`src/rtl/lsu_mem_initiator_if.sv`:
```
// Bundle of core request/response and memory-port signals for lsu_mem_initiator.
//
// Signals:
//   req_valid/req_ready       core request handshake
//   req_we, req_size,
//   req_unsigned, req_addr,
//   req_wdata                 request fields (store data right-aligned)
//   resp_valid, resp_rdata,
//   resp_err                  one-cycle completion pulse with load data / error flag
//   mem_read_en/write_en,
//   mem_address,
//   mem_write_data,
//   mem_read_data             word-wide memory port (combinational read)
//
// Modports:
//   slave  - the initiator itself (receives requests, drives the memory port)
//   master - the surrounding core plus memory (issues requests, serves the memory port)
interface lsu_mem_initiator_if;
  logic        req_valid;
  logic        req_ready;
  logic        req_we;
  logic [1:0]  req_size;
  logic        req_unsigned;
  logic [31:0] req_addr;
  logic [31:0] req_wdata;

  logic        resp_valid;
  logic [31:0] resp_rdata;
  logic        resp_err;

  logic        mem_read_en;
  logic        mem_write_en;
  logic [31:0] mem_address;
  logic [31:0] mem_write_data;
  logic [31:0] mem_read_data;

  modport slave (
    input  req_valid, req_we, req_size, req_unsigned, req_addr, req_wdata,
    output req_ready,
    output resp_valid, resp_rdata, resp_err,
    output mem_read_en, mem_write_en, mem_address, mem_write_data,
    input  mem_read_data
  );

  modport master (
    output req_valid, req_we, req_size, req_unsigned, req_addr, req_wdata,
    input  req_ready,
    input  resp_valid, resp_rdata, resp_err,
    input  mem_read_en, mem_write_en, mem_address, mem_write_data,
    output mem_read_data
  );
endinterface

```
`src/rtl/lsu_mem_initiator.sv`:
```
// Core-side load/store initiator for one word-wide memory port.
//
// Accepts byte/halfword/word loads and stores, aligns and sign/zero-extends load data,
// and turns sub-word stores into a read-modify-write because the memory only writes
// whole words.
//
// Ports:
//   clk     system clock, rising edge
//   rst     asynchronous active-high reset
//   lsu_io  lsu_mem_initiator_if.slave: request/response handshake and memory port
//
// Parameters:
//   PAGE_BYTES  page size in bytes, only used by the optional bounds check
//
// Build option:
//   LSU_BOUNDS_CHECK_EN  when defined, addresses >= PAGE_BYTES complete with an error
//                        and no memory access; otherwise upper address bits pass through
//                        and alias within the page in the memory decoder.
module lsu_mem_initiator #(
  parameter int unsigned PAGE_BYTES = 4096
) (
  input logic                  clk,
  input logic                  rst,
  lsu_mem_initiator_if.slave   lsu_io
);

`ifdef LSU_BOUNDS_CHECK_EN
  localparam bit BoundsCheck = 1'b1;
`else
  localparam bit BoundsCheck = 1'b0;
`endif

  typedef enum logic [1:0] {
    StIdle,
    StAccess,
    StWrite,
    StResp
  } state_e;

  state_e      state_q, state_d;
  logic        we_q, we_d;
  logic [1:0]  size_q, size_d;
  logic        uns_q, uns_d;
  logic [31:0] addr_q, addr_d;
  logic [31:0] wdata_q, wdata_d;
  logic [31:0] merged_q, merged_d;
  logic [31:0] rdata_q, rdata_d;
  logic        err_q, err_d;

  logic        accept;
  logic        out_of_range;
  logic        req_err;
  logic        is_word_q;
  logic [4:0]  lane_shamt;
  logic [31:0] lane_word;
  logic [15:0] half_lane;
  logic [31:0] load_val;
  logic [31:0] lane_mask;
  logic [31:0] merged_word;

  // Request decode, evaluated on the live request fields at the accept edge.
  always_comb begin
    accept       = lsu_io.req_valid && (state_q == StIdle);
    out_of_range = BoundsCheck && (lsu_io.req_addr >= PAGE_BYTES);
    req_err      = (lsu_io.req_size == 2'b11)
                || ((lsu_io.req_size == 2'b01) && lsu_io.req_addr[0])
                || ((lsu_io.req_size == 2'b10) && (lsu_io.req_addr[1:0] != 2'b00))
                || out_of_range;
  end

  // Lane extraction and merge, working on the latched request and live read data.
  always_comb begin
    is_word_q  = (size_q == 2'b10);
    lane_shamt = {addr_q[1:0], 3'b000};
    lane_word  = lsu_io.mem_read_data >> lane_shamt;
    half_lane  = addr_q[1] ? lsu_io.mem_read_data[31:16] : lsu_io.mem_read_data[15:0];

    load_val = lsu_io.mem_read_data;
    unique case (size_q)
      2'b00:   load_val = uns_q ? {24'h000000, lane_word[7:0]}
                                : {{24{lane_word[7]}}, lane_word[7:0]};
      2'b01:   load_val = uns_q ? {16'h0000, half_lane}
                                : {{16{half_lane[15]}}, half_lane};
      default: load_val = lsu_io.mem_read_data;
    endcase

    // Halfword addresses are even, so the byte shift also positions the halfword.
    lane_mask   = (size_q == 2'b00) ? (32'h0000_00ff << lane_shamt)
                                    : (32'h0000_ffff << lane_shamt);
    merged_word = (lsu_io.mem_read_data & ~lane_mask) | ((wdata_q << lane_shamt) & lane_mask);
  end

  always_comb begin
    state_d  = state_q;
    we_d     = we_q;
    size_d   = size_q;
    uns_d    = uns_q;
    addr_d   = addr_q;
    wdata_d  = wdata_q;
    merged_d = merged_q;
    rdata_d  = rdata_q;
    err_d    = err_q;

    unique case (state_q)
      StIdle: begin
        if (accept) begin
          we_d    = lsu_io.req_we;
          size_d  = lsu_io.req_size;
          uns_d   = lsu_io.req_unsigned;
          addr_d  = lsu_io.req_addr;
          wdata_d = lsu_io.req_wdata;
          if (req_err) begin
            rdata_d = 32'h0;
            err_d   = 1'b1;
            state_d = StResp;
          end else begin
            state_d = StAccess;
          end
        end
      end
      StAccess: begin
        if (!we_q) begin
          rdata_d = load_val;
          err_d   = 1'b0;
          state_d = StResp;
        end else if (is_word_q) begin
          rdata_d = 32'h0;
          err_d   = 1'b0;
          state_d = StResp;
        end else begin
          merged_d = merged_word;
          state_d  = StWrite;
        end
      end
      StWrite: begin
        rdata_d = 32'h0;
        err_d   = 1'b0;
        state_d = StResp;
      end
      StResp: begin
        state_d = StIdle;
      end
      default: begin
        state_d = StIdle;
      end
    endcase
  end

  always_ff @(posedge clk or posedge rst) begin
    if (rst) begin
      state_q  <= StIdle;
      we_q     <= 1'b0;
      size_q   <= 2'b00;
      uns_q    <= 1'b0;
      addr_q   <= 32'h0;
      wdata_q  <= 32'h0;
      merged_q <= 32'h0;
      rdata_q  <= 32'h0;
      err_q    <= 1'b0;
    end else begin
      state_q  <= state_d;
      we_q     <= we_d;
      size_q   <= size_d;
      uns_q    <= uns_d;
      addr_q   <= addr_d;
      wdata_q  <= wdata_d;
      merged_q <= merged_d;
      rdata_q  <= rdata_d;
      err_q    <= err_d;
    end
  end

  // All outputs come from registered state only, so reset kills them asynchronously.
  logic        req_ready;
  logic        resp_valid;
  logic        mem_read_en;
  logic        mem_write_en;
  logic [31:0] mem_write_data;

  always_comb begin
    req_ready      = (state_q == StIdle);
    resp_valid     = (state_q == StResp);
    mem_read_en    = (state_q == StAccess) && !(we_q && is_word_q);
    mem_write_en   = ((state_q == StAccess) && we_q && is_word_q) || (state_q == StWrite);
    mem_write_data = 32'h0;
    if (state_q == StWrite) begin
      mem_write_data = merged_q;
    end else if ((state_q == StAccess) && we_q && is_word_q) begin
      mem_write_data = wdata_q;
    end
  end

  assign lsu_io.req_ready      = req_ready;
  assign lsu_io.resp_valid     = resp_valid;
  assign lsu_io.resp_rdata     = rdata_q;
  assign lsu_io.resp_err       = err_q;
  assign lsu_io.mem_read_en    = mem_read_en;
  assign lsu_io.mem_write_en   = mem_write_en;
  assign lsu_io.mem_address    = {addr_q[31:2], 2'b00};
  assign lsu_io.mem_write_data = mem_write_data;

endmodule

```
`src/flat_wrapper.sv`:
```
// flat-port wrapper written by rule: the top's interface ports become plain ports
module lsu_mem_initiator_flat 
#(
  parameter int unsigned PAGE_BYTES = 4096
)
  (clk, rst, lsu_io_req_valid, lsu_io_req_we, lsu_io_req_size, lsu_io_req_unsigned, lsu_io_req_addr, lsu_io_req_wdata, lsu_io_req_ready, lsu_io_resp_valid, lsu_io_resp_rdata, lsu_io_resp_err, lsu_io_mem_read_en, lsu_io_mem_write_en, lsu_io_mem_address, lsu_io_mem_write_data, lsu_io_mem_read_data);
  lsu_mem_initiator_if lsu_io_i ();
  input logic clk;
  input logic rst;
  input wire logic [$bits(lsu_io_i.req_valid)-1:0] lsu_io_req_valid;
  input wire logic [$bits(lsu_io_i.req_we)-1:0] lsu_io_req_we;
  input wire logic [$bits(lsu_io_i.req_size)-1:0] lsu_io_req_size;
  input wire logic [$bits(lsu_io_i.req_unsigned)-1:0] lsu_io_req_unsigned;
  input wire logic [$bits(lsu_io_i.req_addr)-1:0] lsu_io_req_addr;
  input wire logic [$bits(lsu_io_i.req_wdata)-1:0] lsu_io_req_wdata;
  output wire logic [$bits(lsu_io_i.req_ready)-1:0] lsu_io_req_ready;
  output wire logic [$bits(lsu_io_i.resp_valid)-1:0] lsu_io_resp_valid;
  output wire logic [$bits(lsu_io_i.resp_rdata)-1:0] lsu_io_resp_rdata;
  output wire logic [$bits(lsu_io_i.resp_err)-1:0] lsu_io_resp_err;
  output wire logic [$bits(lsu_io_i.mem_read_en)-1:0] lsu_io_mem_read_en;
  output wire logic [$bits(lsu_io_i.mem_write_en)-1:0] lsu_io_mem_write_en;
  output wire logic [$bits(lsu_io_i.mem_address)-1:0] lsu_io_mem_address;
  output wire logic [$bits(lsu_io_i.mem_write_data)-1:0] lsu_io_mem_write_data;
  input wire logic [$bits(lsu_io_i.mem_read_data)-1:0] lsu_io_mem_read_data;
  assign lsu_io_i.req_valid = lsu_io_req_valid;
  assign lsu_io_i.req_we = lsu_io_req_we;
  assign lsu_io_i.req_size = lsu_io_req_size;
  assign lsu_io_i.req_unsigned = lsu_io_req_unsigned;
  assign lsu_io_i.req_addr = lsu_io_req_addr;
  assign lsu_io_i.req_wdata = lsu_io_req_wdata;
  assign lsu_io_req_ready = lsu_io_i.req_ready;
  assign lsu_io_resp_valid = lsu_io_i.resp_valid;
  assign lsu_io_resp_rdata = lsu_io_i.resp_rdata;
  assign lsu_io_resp_err = lsu_io_i.resp_err;
  assign lsu_io_mem_read_en = lsu_io_i.mem_read_en;
  assign lsu_io_mem_write_en = lsu_io_i.mem_write_en;
  assign lsu_io_mem_address = lsu_io_i.mem_address;
  assign lsu_io_mem_write_data = lsu_io_i.mem_write_data;
  assign lsu_io_i.mem_read_data = lsu_io_mem_read_data;
  lsu_mem_initiator #(.PAGE_BYTES(PAGE_BYTES)) u_core (.clk(clk), .rst(rst), .lsu_io(lsu_io_i));
endmodule
```
`config.mk`:
```
export PLATFORM = sky130hd
export DESIGN_NAME = lsu_mem_initiator_flat
export DESIGN_NICKNAME = d
export VERILOG_FILES = /design/src/rtl/lsu_mem_initiator_if.sv /design/src/rtl/lsu_mem_initiator.sv /design/src/flat_wrapper.sv
export SDC_FILE = /design/constraint.sdc
export NUM_CORES = 1
export LEC_CHECK = 0
export CORE_AREA = 3 3 97 168
export CTS_CLUSTER_SIZE = 14
export DETAILED_ROUTE_END_ITERATION = 6
export DIE_AREA = 0 0 100 171
export PLACE_DENSITY = 0.78
export SYNTH_ARGS = -nofsm -noshare
export SYNTH_HDL_FRONTEND = slang
export SYNTH_SLANG_ARGS = --single-unit
```
`constraint.sdc`:
```
create_clock -name clk -period 6.3 [get_ports clk]
set_clock_uncertainty 0.05 [all_clocks]
set_input_delay 1.26 -clock clk [delete_from_list [all_inputs] [get_ports clk]]
set_output_delay 1.26 -clock clk [all_outputs]
set_load 0.01 [all_outputs]
```
# Word-level counts from Yosys, hierarchy flattened
# Index checks and enable logic that the tools add are counted.
# word_totals
regBits	135
inputBits	103
out_inout_bits	101
elab_cells	69
# op_classes
n_eq_ne	11
shift	4
mux	22
n_bitwise	5
n_reduce_logical	18
# ops
operator	n
$mux W32	9
$pmux W32 S3	1
$and A32 B32 Y32	2
$pmux W32 S2	1
$not A32 Y32	1
$or A32 B32 Y32	1
$shl A16 B5 Y32 const A	1
$shl A32 B5 Y32	1
$shl A8 B5 Y32 const A	1
$shr A32 B5 Y8	1
$mux W16	1
$eq A2 B2 Y1 const B	5
$pmux W2 S4	1
$logic_and A1 B1 Y1	7
$eq A2 B1 Y1 const B	3
$mux W2	3
$mux W1	5
$logic_not A2 Y1	2
$ne A2 B1 Y1 const B	2
$reduce_and A4 Y1	1
$logic_or A1 B1 Y1	3
$ne A3 B3 Y1 const B	1
$pmux W1 S3	1
$reduce_and A3 Y1	1
5 further kinds	5

# Longest topological paths before layout
# depth
depth_word	7
depth_mapped	8
ltp_nobuf	6

# Worst setup path before layout
# OpenSTA, ideal clock, no wires.
# synth_timing
path_kind	reg2out
startpoint	reg u_core.state_q[0]
endpoint	out lsu_io_mem_write_data[0]
arrival_time_ns	1.635
t_required_ns	4.990
path_slack_ns	3.355
path_stages_with_launch	7
n_path_buf	2
cell_sequence	dfrtp_1 -> inv_1 -> ha_1 -> clkbuf_1 -> clkbuf_1 -> mux2i_1 -> nor2_1
# synth_via
elab_chain_cells	5
elab_cells_between_ends	6
cone_classes	eq/ne: 2; mux: 2; reduce/logical: 2
# synth_lines
element	line_no	rtl
start: declaration	lsu_mem_initiator.sv:40	state_e state_q, state_d;
start signal: assignment	lsu_mem_initiator.sv:151	state_q <= StIdle;
start signal: assignment	lsu_mem_initiator.sv:161	state_q <= state_d;
$eq A2 B1 Y1	lsu_mem_initiator.sv:188	end else if ((state_q == StAccess) && we_q && is_word_q) begin
$logic_and A1 B1 Y1 (2 in series)	lsu_mem_initiator.sv:188	
$mux W32	lsu_mem_initiator.sv:188	
$mux W32 *	lsu_mem_initiator.sv:186	if (state_q == StWrite) begin
end: declaration	flat_wrapper.sv:23	output wire logic [$bits(lsu_io_i.mem_write_data)-1:0] lsu_io_mem_write_data;
# Mark *: on every way between the ends. The rest lies on a longest branch, timed or not.

# Worst setup path after layout
# layout_timing
startpoint	reg u_core.state_q[0]
endpoint	out lsu_io_mem_write_data[7]
# Same word-level chain as after synthesis.

==> results.md <==
* RSZ-0062 raised after global routing: no
* H-tree levels at 4
* Area Growth Syn to Fin at 32.89%
* Synth area leader: dfrtp_1
* Critical Path Source: u_core.state_q[0]
* Root Driver: clkbuf_16
* Tcrit/Tclk final at about 73%
* Setup TNS at 0 ns
* CP Buf/Inv Count at 3
* Ys Warns at 0
* Slew headroom at roughly 21%
* Crit. End Element: primary output
* Crit path kind: flop to primary output
* Dpl hpwl at 16.06 mm
* First-pass GRT wire length at about 34 mm
* Gates resized, CTS repair at 0
* Dominant synthesized flop cell: dfrtp_1
* FFs w/ async S/R, synth at between 90% and 100%
* Largest net degree at the start of global routing at 75
* Minimum clock period at 4.594 ns
* Clock-pin slew on the worst setup and hold paths at 0.06 ns
* Crit-path leading delay family: buffers and inverters
* Avg Inst Size Synth at 11.18 um2
* Die ar. at 17100 um2
* Vias in the first global route at a little over 6000
* Post-Route WL at between 20 and 25 mm
* Total grt overflow at 0
* # diodes at 0
* Drt via density at 5.884
* Layout Cells excl Fill at 996
* Hold Vio Cnt, Final at 0
* CP max stage delay at 0.88 ns
* Core Footprint at between 10000 and 15000 um2
* Die Span Y at 171 um
* Drt pass-1 iters at 5
* Initial DRC count at roughly 350
* Clk_lat worst skew at 0.41 ns
* Final net count at 908
* # port buffers at between 200 and 250
* Design Area, Final at slightly below 10000 um2
* Post-route ant nets at 0
* Rows at 59
* Clk sink count at 135
* R2r setup slk at about 2.9 ns
* Max_cap viols at 0
* Slowest CP cell: ha_2
* Vias at 5860
* Routability congestion estimate from global placement at 0.9538
* Number of enable flip-flop cells after synthesis at 0
* Flops & latches, synth at roughly 140
* Maximum vdd drop at about 0.00025 V
* Cells after synthesis at 655
* Crit-path max FO at 33
* Max Buffers Root-to-Sink at 2
* Hold Buf Count CTS at 0
* F_max at approximately 0.22 GHz
* Share of layout cells above drive strength 1 at between 10% and 20%
* DRC viols at 0
* Post-synth top area share at 46.11%
* Synth area leaders: dfrtp_1 46%, mux2_2 13%, mux2i_1 11%
* DIE WIDTH at 100 um
* Cell variety after synth at 49
* CP required at ~5 ns
* Post-DP Area at 9128 um2
* Post-CTS Repair Setup Buffers at 0
* TritonCTS Buffers at 17
* Reg-to-reg startpoint: u_core.size_q[0]
* CP Data Arrival Time at 3.28 ns
* Pleak at 0.004128 uW
* Slew Viols, Final at 0
* WL/cell at 21.95 um
* Initial core utilization at 48.89%
* HP Start: u_core.merged_q[7]
* Placed instance count at 964
* Hold WC Path Type: flop to flop
* CP Cell Sequence: inv_1, ha_2, a31oi_2, buf_4, nor2_1, clkdlybuf4s50_1
* Fin util at around two thirds
* Slew @ Worst Pin at 1.177 ns
* Setup violations, final at 0
* Io pins at 204
* CP startpoint kind: flop
* Cell area after synthesis at between 7000 and 8000 um2
* GRT Util Overall at 25.90%
* Initial antenna violation count at 0
* CTS tree: built
* Seq/Total Area, Yosys at around 46%
* Status: finished, final reports clean
* Pwr dens at around 550 nW/um2
[cells in the final DEF (no fill, tap or decap), types with 3 or more instances in the layout]
cell type / synthesis / final
o21ai_0: 29 / 29
mux2i_1: 77 / 77
a22oi_1: 7 / 7
a2111oi_0: 7 / 7
clkinvlp_4: 0 / 4
nor2b_1: 20 / 20
o2bb2ai_1: 9 / 9
o21ai_1: 14 / 14
bufinv_16: 0 / 3
mux2_2: 83 / 83
clkbuf_16: 0 / 17
nor3_2: 3 / 3
and2_1: 7 / 7
nor3_1: 5 / 5
o221ai_1: 7 / 7
a221o_1: 23 / 23
clkdlybuf4s50_1: 0 / 201
nand2b_1: 3 / 3
inv_1: 16 / 15
dfrtp_1: 135 / 135
nand4_1: 7 / 7
nor2_4: 3 / 3
buf_4: 39 / 4
and3_1: 3 / 3
ha_1: 5 / 4
nor2_1: 36 / 36
a21oi_1: 4 / 4
nand2_1: 35 / 34
and3b_1: 7 / 7
a211oi_1: 8 / 8
[final timing paths]
check	cells after the start	endpoint
max reg2reg	4	u_core.lsu_io.resp_err
max	6	lsu_io_mem_write_data[7]
min	2	u_core.merged_q[7]
min in group asynchronous	2	u_core.addr_q[26]
min reg2reg	2	u_core.merged_q[7]
max in group asynchronous	3	u_core.wdata_q[0]
[sequential cells by signal, summed over array words and instances (netlist names)]
name,count
u_core.merged_q,32
u_core.uns_q,1
u_core.addr_q,32
u_core.size_q,2
u_core.state_q,2
u_core.we_q,1
u_core.wdata_q,32
u_core.lsu_io.resp_err,1
u_core.lsu_io.resp_rdata,32
[metal layers]
metal | track usage [%] | vias to the layer above | wire length [um]
met4 | 15.48 | 0 | 1266
met1 | 28.07 | 2873 | 7721
met3 | 5.426 | 74 | 1340
met5 | 0 | - | 0
met2 | 45.83 | 297 | 11540
li1 | - | 2616 | -
[worst reg2reg max path, delay by kind of cell (launching register included)]
kind | cells | cell delay [ns]
and+or+nand+nor | 3 | 2.07
DFF | 1 | 0.95
muxes | 1 | 0.29
[synthesized netlist by cell type (all sizes together) (8+ instances only)]
| cell | count |
|---|---|
| dfrtp | 135 |
| mux2 | 83 |
| mux2i | 77 |
| buf | 63 |
| o21ai | 43 |
| nor2 | 39 |
| nand2 | 35 |
| a221o | 23 |
| nor2b | 20 |
| clkbuf | 17 |
| inv | 16 |
| o2bb2ai | 9 |
| a211oi | 8 |
| nor3 | 8 |
[power breakdown]
part	total (uW)	leakage (uW)	switching, uW	internal [uW]
combinational	2660	0.00217	1280	1380
sequential	1670	0.00167	375	1300
clock	1020	0.000286	379	644
total	5350	0.00413	2040	3320
[area by class of cell]
class | instances | area, um2
repair buffers | 205 | 2042
inverters | 16 | 65.06
fillers | 1155 | 5250
multi-input cells | 425 | 3413
clock buffers | 21 | 460.4
flip-flops and latches | 135 | 3378
clock inverters | 11 | 147.6
well taps | 183 | 229.0
[metrics by stage]
stage	worst slack, ns	hold WS [ns]	power, uW
detailed placement	2.147	0.4256	4321
finish	1.706	0.4375	5355
global placement	2.255	0.4144	4226
floorplan	1.379	0.3996	3370
CTS	1.701	0.4428	5376
global route	1.522	0.4713	5668
[cell families (layout without fill, tap and decap cells)]
| logic type | after synthesis | count (layout) | share of synthesized area [%] |
|---|---|---|---|
| AOI/OAI and AO/OA | 119 | 119 | 12.04 |
| adders and majority gates | 5 | 5 | 0.8540 |
| buffers and inverters | 96 | 253 | 7.634 |
| DFF | 135 | 135 | 46.11 |
| muxes | 160 | 160 | 23.28 |
| other | 1 | 2 | 0.05119 |
| and+or+nand+nor | 139 | 139 | 10.03 |
No activity file was read; power rests on OpenSTA's default activity.
